File: src/rtl/solver_pkg.sv
// Shared types and constants for the solver host-side dispatcher.
// Revision 1.0 - initial release.
`default_nettype none

package solver_pkg;

  typedef enum logic [2:0] {
    ST_IDLE    = 3'd0,
    ST_CONFIG  = 3'd1,
    ST_LOAD_RE = 3'd2,
    ST_LOAD_IM = 3'd3,
    ST_START   = 3'd4,
    ST_RUN     = 3'd5,
    ST_RESULT  = 3'd6
  } state_e;

  localparam logic [15:0] ITER_LIMIT_HIT    = 16'hFFFF;
  localparam int          DEFAULT_NUM_LIMBS = 1;
  localparam logic [15:0] DEFAULT_ITER_LIM  = 16'd256;

endpackage

`default_nettype wire

File: src/rtl/solver_dispatch_if.sv
// Host-side job/result signals plus the solver write/start/done port of the dispatcher.
// Revision 1.0 - initial release.
`default_nettype none

interface solver_dispatch_if #(
  parameter int LIMB_INDEX_BITS = 6,
  parameter int LIMB_WIDTH      = 32,
  parameter int TAG_BITS        = 16
);

  logic                       cfg_wr_en;
  logic [LIMB_INDEX_BITS-1:0] cfg_num_limbs;
  logic [15:0]                cfg_iter_lim;

  logic                       in_valid;
  logic                       in_ready;
  logic [LIMB_WIDTH-1:0]      in_data;
  logic [TAG_BITS-1:0]        in_tag;

  logic                       wr_real_en;
  logic                       wr_imag_en;
  logic [LIMB_INDEX_BITS-1:0] wr_ind;
  logic [LIMB_WIDTH-1:0]      c_limb_data;
  logic                       wr_num_limbs_en;
  logic [LIMB_INDEX_BITS-1:0] num_limbs_data;
  logic                       wr_iter_lim_en;
  logic [15:0]                iter_lim_data;
  logic                       start;
  logic                       out_ready;
  logic [15:0]                iteration_count;

  logic                       res_valid;
  logic                       res_ready;
  logic [TAG_BITS-1:0]        res_tag;
  logic [15:0]                res_count;
  logic                       res_escaped;
  logic [31:0]                res_cycles;
  logic                       busy;

  // Dispatcher side.
  modport slave (
    input  cfg_wr_en, cfg_num_limbs, cfg_iter_lim,
    input  in_valid, in_data, in_tag,
    output in_ready,
    output wr_real_en, wr_imag_en, wr_ind, c_limb_data,
    output wr_num_limbs_en, num_limbs_data, wr_iter_lim_en, iter_lim_data, start,
    input  out_ready, iteration_count,
    output res_valid, res_tag, res_count, res_escaped, res_cycles, busy,
    input  res_ready
  );

  // Host and solver environment side.
  modport master (
    output cfg_wr_en, cfg_num_limbs, cfg_iter_lim,
    output in_valid, in_data, in_tag,
    input  in_ready,
    input  wr_real_en, wr_imag_en, wr_ind, c_limb_data,
    input  wr_num_limbs_en, num_limbs_data, wr_iter_lim_en, iter_lim_data, start,
    output out_ready, iteration_count,
    input  res_valid, res_tag, res_count, res_escaped, res_cycles, busy,
    output res_ready
  );

endinterface

`default_nettype wire

File: src/rtl/solver_dispatch_rise_detect.sv
// rise_detect: flags a 0->1 transition of sig_i against its registered previous value.
// Revision 1.0 - initial release.
`default_nettype none

module rise_detect (
  input  logic clock,
  input  logic reset,
  input  logic sig_i,
  output logic rise_o
);

  logic prev_q;
  logic armed_q;

  always_ff @(posedge clock) begin
    if (reset) begin
      prev_q  <= 1'b0;
      armed_q <= 1'b0;
    end else begin
      prev_q  <= sig_i;
      armed_q <= 1'b1;
    end
  end

  // Disarmed for the first cycle out of reset so a level already high is not taken as an edge.
  assign rise_o = armed_q & sig_i & ~prev_q;

endmodule

`default_nettype wire

File: src/rtl/solver_dispatch.sv
// solver_dispatch: loads a job's c limbs into the solver, starts it and returns the tagged count.
// Optional job cycle counter under SOLVER_DISPATCH_PERF_EN. Revision 1.0 - initial release.
`default_nettype none

module solver_dispatch
  import solver_pkg::*;
#(
  parameter int LIMB_INDEX_BITS = 6,
  parameter int LIMB_WIDTH      = 32,
  parameter int TAG_BITS        = 16
) (
  input logic              clock,
  input logic              reset,
  solver_dispatch_if.slave bus
);

  localparam logic [LIMB_INDEX_BITS-1:0] IDX_ONE = LIMB_INDEX_BITS'(1);

  state_e                     state_q, state_d;
  logic [LIMB_INDEX_BITS-1:0] num_limbs_q;
  logic [15:0]                iter_lim_q;
  logic [LIMB_INDEX_BITS-1:0] job_n_q, job_n_d;
  logic [LIMB_INDEX_BITS-1:0] idx_q, idx_d;
  logic [TAG_BITS-1:0]        tag_q, tag_d;
  logic [LIMB_WIDTH-1:0]      hold_q, hold_d;
  logic                       wr_real_q, wr_real_d;
  logic                       wr_imag_q, wr_imag_d;
  logic [LIMB_INDEX_BITS-1:0] wr_ind_q, wr_ind_d;
  logic [LIMB_WIDTH-1:0]      c_limb_q, c_limb_d;
  logic                       wr_nl_q, wr_nl_d;
  logic [LIMB_INDEX_BITS-1:0] nl_data_q, nl_data_d;
  logic                       wr_il_q, wr_il_d;
  logic [15:0]                il_data_q, il_data_d;
  logic                       start_q, start_d;
  logic [15:0]                res_count_q, res_count_d;
  logic [TAG_BITS-1:0]        res_tag_q, res_tag_d;
  logic                       res_esc_q, res_esc_d;

  logic                       in_ready_w;
  logic                       in_fire_w;
  logic                       done_rise_w;
  logic [LIMB_INDEX_BITS-1:0] last_idx_w;

  rise_detect u_rise_detect (
    .clock  (clock),
    .reset  (reset),
    .sig_i  (bus.out_ready),
    .rise_o (done_rise_w)
  );

  assign in_ready_w = (state_q == ST_IDLE) || (state_q == ST_LOAD_RE) || (state_q == ST_LOAD_IM);
  assign in_fire_w  = bus.in_valid & in_ready_w;
  assign last_idx_w = job_n_q - IDX_ONE;

  // Config is live in every state; the job snapshots it on its first limb.
  always_ff @(posedge clock) begin
    if (reset) begin
      num_limbs_q <= LIMB_INDEX_BITS'(DEFAULT_NUM_LIMBS);
      iter_lim_q  <= DEFAULT_ITER_LIM;
    end else if (bus.cfg_wr_en) begin
      if (bus.cfg_num_limbs != '0) begin
        num_limbs_q <= bus.cfg_num_limbs;
      end
      iter_lim_q <= bus.cfg_iter_lim;
    end
  end

  always_ff @(posedge clock) begin
    if (reset) begin
      state_q     <= ST_IDLE;
      job_n_q     <= LIMB_INDEX_BITS'(DEFAULT_NUM_LIMBS);
      idx_q       <= '0;
      tag_q       <= '0;
      hold_q      <= '0;
      wr_real_q   <= 1'b0;
      wr_imag_q   <= 1'b0;
      wr_ind_q    <= '0;
      c_limb_q    <= '0;
      wr_nl_q     <= 1'b0;
      nl_data_q   <= '0;
      wr_il_q     <= 1'b0;
      il_data_q   <= '0;
      start_q     <= 1'b0;
      res_count_q <= '0;
      res_tag_q   <= '0;
      res_esc_q   <= 1'b0;
    end else begin
      state_q     <= state_d;
      job_n_q     <= job_n_d;
      idx_q       <= idx_d;
      tag_q       <= tag_d;
      hold_q      <= hold_d;
      wr_real_q   <= wr_real_d;
      wr_imag_q   <= wr_imag_d;
      wr_ind_q    <= wr_ind_d;
      c_limb_q    <= c_limb_d;
      wr_nl_q     <= wr_nl_d;
      nl_data_q   <= nl_data_d;
      wr_il_q     <= wr_il_d;
      il_data_q   <= il_data_d;
      start_q     <= start_d;
      res_count_q <= res_count_d;
      res_tag_q   <= res_tag_d;
      res_esc_q   <= res_esc_d;
    end
  end

  always_comb begin
    state_d     = state_q;
    job_n_d     = job_n_q;
    idx_d       = idx_q;
    tag_d       = tag_q;
    hold_d      = hold_q;
    wr_real_d   = 1'b0;
    wr_imag_d   = 1'b0;
    wr_ind_d    = wr_ind_q;
    c_limb_d    = c_limb_q;
    wr_nl_d     = 1'b0;
    nl_data_d   = nl_data_q;
    wr_il_d     = 1'b0;
    il_data_d   = il_data_q;
    start_d     = 1'b0;
    res_count_d = res_count_q;
    res_tag_d   = res_tag_q;
    res_esc_d   = res_esc_q;

    case (state_q)
      ST_IDLE: begin
        if (in_fire_w) begin
          tag_d     = bus.in_tag;
          hold_d    = bus.in_data;
          job_n_d   = num_limbs_q;
          wr_nl_d   = 1'b1;
          nl_data_d = num_limbs_q;
          wr_il_d   = 1'b1;
          il_data_d = iter_lim_q;
          state_d   = ST_CONFIG;
        end
      end
      ST_CONFIG: begin
        // re[0] was parked in hold_q so the config strobes reach the solver first.
        wr_real_d = 1'b1;
        wr_ind_d  = '0;
        c_limb_d  = hold_q;
        if (job_n_q == IDX_ONE) begin
          idx_d   = '0;
          state_d = ST_LOAD_IM;
        end else begin
          idx_d   = IDX_ONE;
          state_d = ST_LOAD_RE;
        end
      end
      ST_LOAD_RE: begin
        if (in_fire_w) begin
          wr_real_d = 1'b1;
          wr_ind_d  = idx_q;
          c_limb_d  = bus.in_data;
          if (idx_q == last_idx_w) begin
            idx_d   = '0;
            state_d = ST_LOAD_IM;
          end else begin
            idx_d = idx_q + IDX_ONE;
          end
        end
      end
      ST_LOAD_IM: begin
        if (in_fire_w) begin
          wr_imag_d = 1'b1;
          wr_ind_d  = idx_q;
          c_limb_d  = bus.in_data;
          if (idx_q == last_idx_w) begin
            idx_d   = '0;
            state_d = ST_START;
          end else begin
            idx_d = idx_q + IDX_ONE;
          end
        end
      end
      ST_START: begin
        start_d = 1'b1;
        state_d = ST_RUN;
      end
      ST_RUN: begin
        // Edge, not level: out_ready is still high from the previous job when start issues.
        if (done_rise_w) begin
          res_count_d = bus.iteration_count;
          res_esc_d   = (bus.iteration_count != ITER_LIMIT_HIT);
          res_tag_d   = tag_q;
          state_d     = ST_RESULT;
        end
      end
      ST_RESULT: begin
        if (bus.res_ready) begin
          state_d = ST_IDLE;
        end
      end
      default: state_d = ST_IDLE;
    endcase
  end

  assign bus.in_ready        = in_ready_w;
  assign bus.busy            = (state_q != ST_IDLE);
  assign bus.res_valid       = (state_q == ST_RESULT);
  assign bus.wr_real_en      = wr_real_q;
  assign bus.wr_imag_en      = wr_imag_q;
  assign bus.wr_ind          = wr_ind_q;
  assign bus.c_limb_data     = c_limb_q;
  assign bus.wr_num_limbs_en = wr_nl_q;
  assign bus.num_limbs_data  = nl_data_q;
  assign bus.wr_iter_lim_en  = wr_il_q;
  assign bus.iter_lim_data   = il_data_q;
  assign bus.start           = start_q;
  assign bus.res_count       = res_count_q;
  assign bus.res_tag         = res_tag_q;
  assign bus.res_escaped     = res_esc_q;

`ifdef SOLVER_DISPATCH_PERF_EN
  logic [31:0] perf_q;

  always_ff @(posedge clock) begin
    if (reset) begin
      perf_q <= '0;
    end else if (state_q == ST_IDLE) begin
      if (in_fire_w) begin
        perf_q <= '0;
      end
    end else if ((state_q != ST_RESULT) && (perf_q != 32'hFFFF_FFFF)) begin
      perf_q <= perf_q + 32'd1;
    end
  end

  assign bus.res_cycles = perf_q;
`else
  assign bus.res_cycles = '0;
`endif

endmodule

`default_nettype wire

File: src/flat_wrapper.sv
// flat-port wrapper written by rule: the top's interface ports become plain ports
module solver_dispatch_flat import solver_pkg::*;
#(
  parameter int LIMB_INDEX_BITS = 6,
  parameter int LIMB_WIDTH      = 32,
  parameter int TAG_BITS        = 16
)
  (clock, reset, bus_cfg_wr_en, bus_cfg_num_limbs, bus_cfg_iter_lim, bus_in_valid, bus_in_data, bus_in_tag, bus_in_ready, bus_wr_real_en, bus_wr_imag_en, bus_wr_ind, bus_c_limb_data, bus_wr_num_limbs_en, bus_num_limbs_data, bus_wr_iter_lim_en, bus_iter_lim_data, bus_start, bus_out_ready, bus_iteration_count, bus_res_valid, bus_res_tag, bus_res_count, bus_res_escaped, bus_res_cycles, bus_busy, bus_res_ready);
  solver_dispatch_if #(.LIMB_INDEX_BITS(LIMB_INDEX_BITS), .LIMB_WIDTH(LIMB_WIDTH), .TAG_BITS(TAG_BITS)) bus_i ();
  input logic clock;
  input logic reset;
  input wire logic [$bits(bus_i.cfg_wr_en)-1:0] bus_cfg_wr_en;
  input wire logic [$bits(bus_i.cfg_num_limbs)-1:0] bus_cfg_num_limbs;
  input wire logic [$bits(bus_i.cfg_iter_lim)-1:0] bus_cfg_iter_lim;
  input wire logic [$bits(bus_i.in_valid)-1:0] bus_in_valid;
  input wire logic [$bits(bus_i.in_data)-1:0] bus_in_data;
  input wire logic [$bits(bus_i.in_tag)-1:0] bus_in_tag;
  output wire logic [$bits(bus_i.in_ready)-1:0] bus_in_ready;
  output wire logic [$bits(bus_i.wr_real_en)-1:0] bus_wr_real_en;
  output wire logic [$bits(bus_i.wr_imag_en)-1:0] bus_wr_imag_en;
  output wire logic [$bits(bus_i.wr_ind)-1:0] bus_wr_ind;
  output wire logic [$bits(bus_i.c_limb_data)-1:0] bus_c_limb_data;
  output wire logic [$bits(bus_i.wr_num_limbs_en)-1:0] bus_wr_num_limbs_en;
  output wire logic [$bits(bus_i.num_limbs_data)-1:0] bus_num_limbs_data;
  output wire logic [$bits(bus_i.wr_iter_lim_en)-1:0] bus_wr_iter_lim_en;
  output wire logic [$bits(bus_i.iter_lim_data)-1:0] bus_iter_lim_data;
  output wire logic [$bits(bus_i.start)-1:0] bus_start;
  input wire logic [$bits(bus_i.out_ready)-1:0] bus_out_ready;
  input wire logic [$bits(bus_i.iteration_count)-1:0] bus_iteration_count;
  output wire logic [$bits(bus_i.res_valid)-1:0] bus_res_valid;
  output wire logic [$bits(bus_i.res_tag)-1:0] bus_res_tag;
  output wire logic [$bits(bus_i.res_count)-1:0] bus_res_count;
  output wire logic [$bits(bus_i.res_escaped)-1:0] bus_res_escaped;
  output wire logic [$bits(bus_i.res_cycles)-1:0] bus_res_cycles;
  output wire logic [$bits(bus_i.busy)-1:0] bus_busy;
  input wire logic [$bits(bus_i.res_ready)-1:0] bus_res_ready;
  assign bus_i.cfg_wr_en = bus_cfg_wr_en;
  assign bus_i.cfg_num_limbs = bus_cfg_num_limbs;
  assign bus_i.cfg_iter_lim = bus_cfg_iter_lim;
  assign bus_i.in_valid = bus_in_valid;
  assign bus_i.in_data = bus_in_data;
  assign bus_i.in_tag = bus_in_tag;
  assign bus_in_ready = bus_i.in_ready;
  assign bus_wr_real_en = bus_i.wr_real_en;
  assign bus_wr_imag_en = bus_i.wr_imag_en;
  assign bus_wr_ind = bus_i.wr_ind;
  assign bus_c_limb_data = bus_i.c_limb_data;
  assign bus_wr_num_limbs_en = bus_i.wr_num_limbs_en;
  assign bus_num_limbs_data = bus_i.num_limbs_data;
  assign bus_wr_iter_lim_en = bus_i.wr_iter_lim_en;
  assign bus_iter_lim_data = bus_i.iter_lim_data;
  assign bus_start = bus_i.start;
  assign bus_i.out_ready = bus_out_ready;
  assign bus_i.iteration_count = bus_iteration_count;
  assign bus_res_valid = bus_i.res_valid;
  assign bus_res_tag = bus_i.res_tag;
  assign bus_res_count = bus_i.res_count;
  assign bus_res_escaped = bus_i.res_escaped;
  assign bus_res_cycles = bus_i.res_cycles;
  assign bus_busy = bus_i.busy;
  assign bus_i.res_ready = bus_res_ready;
  solver_dispatch #(.LIMB_INDEX_BITS(LIMB_INDEX_BITS), .LIMB_WIDTH(LIMB_WIDTH), .TAG_BITS(TAG_BITS)) u_core (.clock(clock), .reset(reset), .bus(bus_i));
endmodule
File: config.mk
export PLATFORM = sky130hd
export DESIGN_NAME = solver_dispatch_flat
export DESIGN_NICKNAME = d
export VERILOG_FILES = /design/src/rtl/solver_pkg.sv /design/src/rtl/solver_dispatch_if.sv /design/src/rtl/solver_dispatch_rise_detect.sv /design/src/rtl/solver_dispatch.sv /design/src/flat_wrapper.sv
export SDC_FILE = /design/constraint.sdc
export NUM_CORES = 1
export LEC_CHECK = 0
export BUFFER_PORTS_ARGS = -buffer_cell sky130_fd_sc_hd__clkbuf_2
export CORE_ASPECT_RATIO = 1.25
export CORE_MARGIN = 10
export CORE_UTILIZATION = 55
export CTS_CLUSTER_SIZE = 8
export DETAILED_ROUTE_END_ITERATION = 10
export PLACE_DENSITY = 0.86
export SYNTH_ARGS = -nofsm -noshare
export SYNTH_HDL_FRONTEND = slang
export SYNTH_SLANG_ARGS = --single-unit
File: constraint.sdc
create_clock -name clock -period 3.45 [get_ports clock]
set_input_delay 0.1725 -clock clock [delete_from_list [all_inputs] [get_ports clock]]
set_output_delay 0.1725 -clock clock [all_outputs]
set_load 0.05 [all_outputs]
After elaboration in Yosys (flattened, before gate mapping). Cells that the tools add are included.

Register bits after elaboration: 184. Bits of input ports: 92. Logic and storage cells: 80.

$add $sub $neg: 2. Eq/ne operators: 17. Muxes and demuxes: 21. Bitwise operators: 6. Reduce and logical (&&, ||, !) cells: 14.

Operators by type and width (number): one-hot mux 32 bit (2 select lines) (1); 2-to-1 mux 32 bit (1); one-hot mux 6 bit (2 select lines) (2); 2-to-1 mux 3 bit (7); one-hot mux 3 bit (7 select lines) (1); 2-to-1 mux 6 bit (3); inequality test 16 bit (second input constant) (1); inequality test 2 x 1 -> 1 bit (second input constant) (6); == test 3 bit (second input constant) (3); AND reduction 2 bit (4); AND reduction 7 bit (1); adder 6 x 1 -> 6 bit (second input constant) (1); == test 3 x 2 -> 1 bit (second input constant) (2); == test 6 x 1 -> 1 bit (second input constant) (1); == test 6 bit (1); nonzero test 6 bit (1); OR reduction 2 bit (3); subtractor 6 x 1 -> 6 bit (second input constant) (1); 2-to-1 mux 1 bit (5); inequality test 2 bit (second input constant) (2); AND 1 bit (3); == test 3 x 1 -> 1 bit (second input constant) (1); logical NOT 3 bit (1); inverter 1 bit (3); 4 further kinds (5).

Longest topological paths before layout.
Word-level depth: 6. Depth in mapped cells: 9. Mapped depth without buffers: 8.

Cells and area by module. Synthesis repeated with hierarchy kept, for this count alone.

Cell total of the unflattened synthesis: 881. Area total of the unflattened synthesis: 7046.8 µm².

Modules (own cells, without submodules): solver_dispatch (instances 1, cells an instance 876, area each 6988.0 µm², seq. area each 3543.4 µm²); rise_detect (instances 1, cells an instance 5, area each 58.8 µm², seq. area each 40.0 µm²).

Worst setup path before layout. No wires, ideal clock.

Path kind: reg2reg. Start: register u_core.bus.num_limbs_data[2] (netlist name). End: register u_core.idx_q[2]. Arrival time: 2.079 ns. Data required time: 3.333 ns. Setup slack: 1.254 ns. Cell stages (with the launch flop): 7. Buffers on the path: 0. Period minus slack after synthesis: 2.196 ns. Path through: dfxtp_1 or3_1 or4_4 a2111oi_4 a211oi_1 a21o_1 a22o_1.

RTL lines: end signal: assignment (RTL line solver_dispatch.sv:90) `idx_q <= idx_d;`; end: declaration (RTL line solver_dispatch.sv:23) `logic [LIMB_INDEX_BITS-1:0] idx_q, idx_d;`.

==> flow_metrics.tcl <==
set metrics [dict create \
    vias_per_cell 5.269 \
    rsz0062_at_grt "false" \
    critical_path.max_fanout 7 \
    finalSetupTns_ns 0 \
    report.power.total_mw 5.865 \
    cts_sinks 179 \
    critPathRequiredTime_ns 3.77 \
    syn_area_sq_mm 0.007093 \
    arrival_ns 2.76 \
    die_area_sq_mm 0.01787 \
    numPortBuffers 192 \
    rr_worst_depth 6 \
    clock_path_buffers 2 \
    synth_area_leader_cell "dfxtp_1" \
    min_from "bus_iteration_count[9]" \
    path_class "reg2reg" \
    final_util_pct 72.92 \
    dr.pass1.iters 5 \
    start_util_pct 56.02 \
    fillers 949 \
    ys.flop_type "dfxtp_1" \
    ant_nets 0 \
    clk_latency_ns 0.41 \
    clk_pin_slew_ns 0.07 \
    num-nets-final 1191 \
    boundaryPins 225 \
    critPathLaunchType "register" \
    synth_cells 883 \
    p_leak_nw 3.886 \
    reg2reg_to "u_core.state_q[0]$_SDFFE_PP0P_" \
    cp_cell_sequence "or3_1, or4_4, a2111oi_4, and2_1, o221ai_2, a211oi_2" \
    worst_slew_pin_slew_ns 1.071 \
    hold_path_end "u_core.bus.res_count[9]$_SDFFE_PP0P_" \
    min_period_ns 2.444 \
    setup_viol_count_final 0 \
    whs_path_depth 3 \
    ys_ff_latch 179 \
    first_iter_violations 541 \
    grt_max_degree 89 \
    finalCritPeriodShare_pct 70.84 \
    synth.top_cell.area_share_pct 50.52 \
    hp-class "in2reg" \
    grt_pass1_wl_um 32600 \
    drc 0 \
    post-cts-setup-buffer-count 0 \
    cts_root_buffer "clkbuf_16" \
    row_count 46 \
    first_global_vias 6529 \
    slowest_delay_ns 0.45 \
    peakVddDrop_v 0.0003724 \
    power.density_mw_per_mm2 635.1 \
    ys_types 48 \
    coreArea_sq_mm 0.01266 \
    cpLargestDelayFamily "simple AND/OR/NAND/NOR gates" \
    hold_violations 0 \
    crit_path_end_kind "register" \
    async_flop_share_pct 0 \
    yosysWarnings 0 \
    route.vias.total 6734 \
    wl_um 20240 \
    r2r_start "u_core.bus.num_limbs_data[2]$_SDFFE_PP0P_" \
    gp_congestion 0.8705 \
    hpwl_um 13130 \
    grt_antenna_before_repair 2 \
    area_delta_synth_final_pct 30.18 \
    grt_usage_pct 21.95 \
    ys_seq_area_share_pct 50.52 \
    grt_overflow_total 0 \
    cts_htree_levels 4 \
    synth_edf_count 0 \
    maxClockFrequency_mhz 409.2 \
    cts_made_buffers 17 \
    reg2reg_slack_ns 1.01 \
    synthTopCellsByArea "dfxtp_1 (51%), nand2_1 (15%), a21oi_1 (7.6%), buf_4 (4.1%), a311oi_1 (4.0%)" \
    drive_gt1_share_pct 22.00 \
    cts_tree "built" \
    dieHeight_um 147.0 \
    drv_cap 0 \
    maxSlewViolCount 0 \
    critPathBufInv 0 \
    max_slew_margin_pct 28.34 \
    slowest_stage "or4_4" \
    die-width_um 121.6 \
    status "completed" \
    wl_per_cell_um 15.83 \
    finClkSkew_ns 0.01547 \
    syn_area_per_cell_sq_um 8.033 \
]
-- worst min-delay path: stages --
cell and delay [ns]:
clkbuf_2 0.10, nand2_1 0.05, a21oi_1 0.05
-- metrics by stage --
| stage | setup WS, ns | instance area (sq um) | cells | hold WS [ns] |
|---|---|---|---|---|
| floorplan | 1.254 | 7209 | 914 | 0.3007 |
| global route | 0.8220 | 9231 | 1277 | 0.001282 |
| global placement | 1.103 | 7994 | 1183 | 0.3999 |
| detailed placement | 1.029 | 7994 | 1183 | 0.4028 |
| finish | 1.006 | 9234 | 1278 | 0.008820 |
| CTS | 1.011 | 9231 | 1277 | 0.0001189 |
-- cells by family (layout without fill, tap and decap cells) --
group / count (synthesis) / count (layout) / share of synthesized area [%]
and+or+nand+nor: 389 / 389 / 21.77
AOI/OAI and AO/OA: 180 / 180 / 16.23
DFF: 179 / 179 / 50.52
buffers and inverters: 108 / 303 / 7.779
muxes: 16 / 16 / 2.258
xor gates and xnor gates: 7 / 7 / 0.8644
adders and majority gates: 3 / 3 / 0.5293
other: 1 / 33 / 0.05287
-- sequential cells by signal (all words and copies together) (netlist names) --
register and cells:
u_core.bus.res_escaped 1, u_core.bus.wr_iter_lim_en 1, u_core.bus.wr_real_en 1, u_core.u_rise_detect.armed_q 1, u_core.state_q 3, u_core.num_limbs_q 6, u_core.idx_q 6, u_core.bus.iter_lim_data 16
u_core.iter_lim_q 16, u_core.bus.res_count 16, u_core.job_n_q 2, u_core.tag_q 16, u_core.bus.c_limb_data 32, u_core.u_rise_detect.prev_q 1, u_core.hold_q 32, u_core.bus.res_tag 16
u_core.bus.wr_imag_en 1, u_core.bus.num_limbs_data 5, u_core.bus.wr_ind 6, u_core.bus.start 1
-- synthesized netlist by cell type (4+ instances only) --
master,n
a21o_1,4
a21oi_1,108
a22oi_1,9
a311oi_1,32
buf_4,39
clkbuf_1,61
dfxtp_1,179
inv_1,5
mux2i_1,16
nand2_1,287
nand3_1,4
nand4_1,5
nor2_1,70
o21ai_0,4
xnor2_1,6
-- layout by cell type (no fill, tap or decap), types with 3 or more instances in the layout --
| cell | n |
|---|---|
| nand2_1 | 286 |
| clkbuf_2 | 191 |
| dfxtp_1 | 179 |
| a21oi_1 | 107 |
| nor2_1 | 70 |
| dlygate4sd3_1 | 62 |
| a311oi_1 | 32 |
| conb_1 | 32 |
| clkbuf_16 | 17 |
| mux2i_1 | 16 |
| a22oi_1 | 9 |
| buf_4 | 8 |
| xnor2_1 | 6 |
| inv_1 | 5 |
| nand4_1 | 5 |
| a21o_1 | 4 |
| nand3_1 | 4 |
| o21ai_0 | 4 |
| nor3_1 | 3 |
| o211ai_1 | 3 |
| o31ai_1 | 3 |
| a22o_1 | 3 |
| ha_1 | 3 |
| clkinvlp_4 | 3 |
| bufinv_16 | 3 |
| buf_12 | 3 |
-- area by class of cell --
cell class	instances	area, sq um	share of cell area [%]
clock buffers	20	446.7	4.837
repair buffers	264	1697	18.37
well taps	168	210.2	2.276
clock inverters	12	170.2	1.843
flip-flops and latches	179	3583	38.81
multi-input cells	627	3098	33.55
diodes	1	2.502	0.02710
inverters	7	26.28	0.2846
-- layer usage --
| layer | up-vias | GRT usage (%) | wire length (um) |
|---|---|---|---|
| li1 | 3307 | - | - |
| met1 | 3142 | 25.48 | 8064 |
| met2 | 256 | 37.80 | 10310 |
| met3 | 27 | 6.135 | 1482 |
| met4 | 2 | 7.109 | 367 |
| met5 | - | 0 | 12 |
-- worst max-delay path by stage --
| stage | from | endpoint | slack, ns | depth (start not counted) |
|---|---|---|---|---|
| 2_1_floorplan | u_core.bus.num_limbs_data[2]$_SDFFE_PP0P_ | u_core.idx_q[2]$_SDFFE_PP0P_ | 1.25 | 6 |
| 4_1_cts | u_core.bus.num_limbs_data[2]$_SDFFE_PP0P_ | u_core.state_q[0]$_SDFFE_PP0P_ | 1.01 | 6 |
| 3_3_place_gp | u_core.bus.num_limbs_data[2]$_SDFFE_PP0P_ | u_core.state_q[0]$_SDFFE_PP0P_ | 1.10 | 6 |
| 3_5_place_dp | u_core.bus.num_limbs_data[2]$_SDFFE_PP0P_ | u_core.state_q[0]$_SDFFE_PP0P_ | 1.03 | 6 |
| 6_report | u_core.bus.num_limbs_data[2]$_SDFFE_PP0P_ | u_core.state_q[0]$_SDFFE_PP0P_ | 1.01 | 6 |
| 5_1_grt | u_core.bus.num_limbs_data[2]$_SDFFE_PP0P_ | u_core.state_q[0]$_SDFFE_PP0P_ | 0.82 | 6 |
-- power by group --
| group | switching, mW | internal [mW] | total [mW] |
|---|---|---|---|
| Clock | 0.820 | 1.18 | 2.00 |
| Combinational | 1.07 | 0.416 | 1.48 |
| Sequential | 0.129 | 2.26 | 2.38 |
| Total | 2.01 | 3.85 | 5.86 |
-- repair_timing --
item / in CTS / in global routing
hold buffers: 62 / 0
resized for setup: 0 / 0
endpoints found under the hold margin: 62 / 0
(Power assumes the default switching activity.)
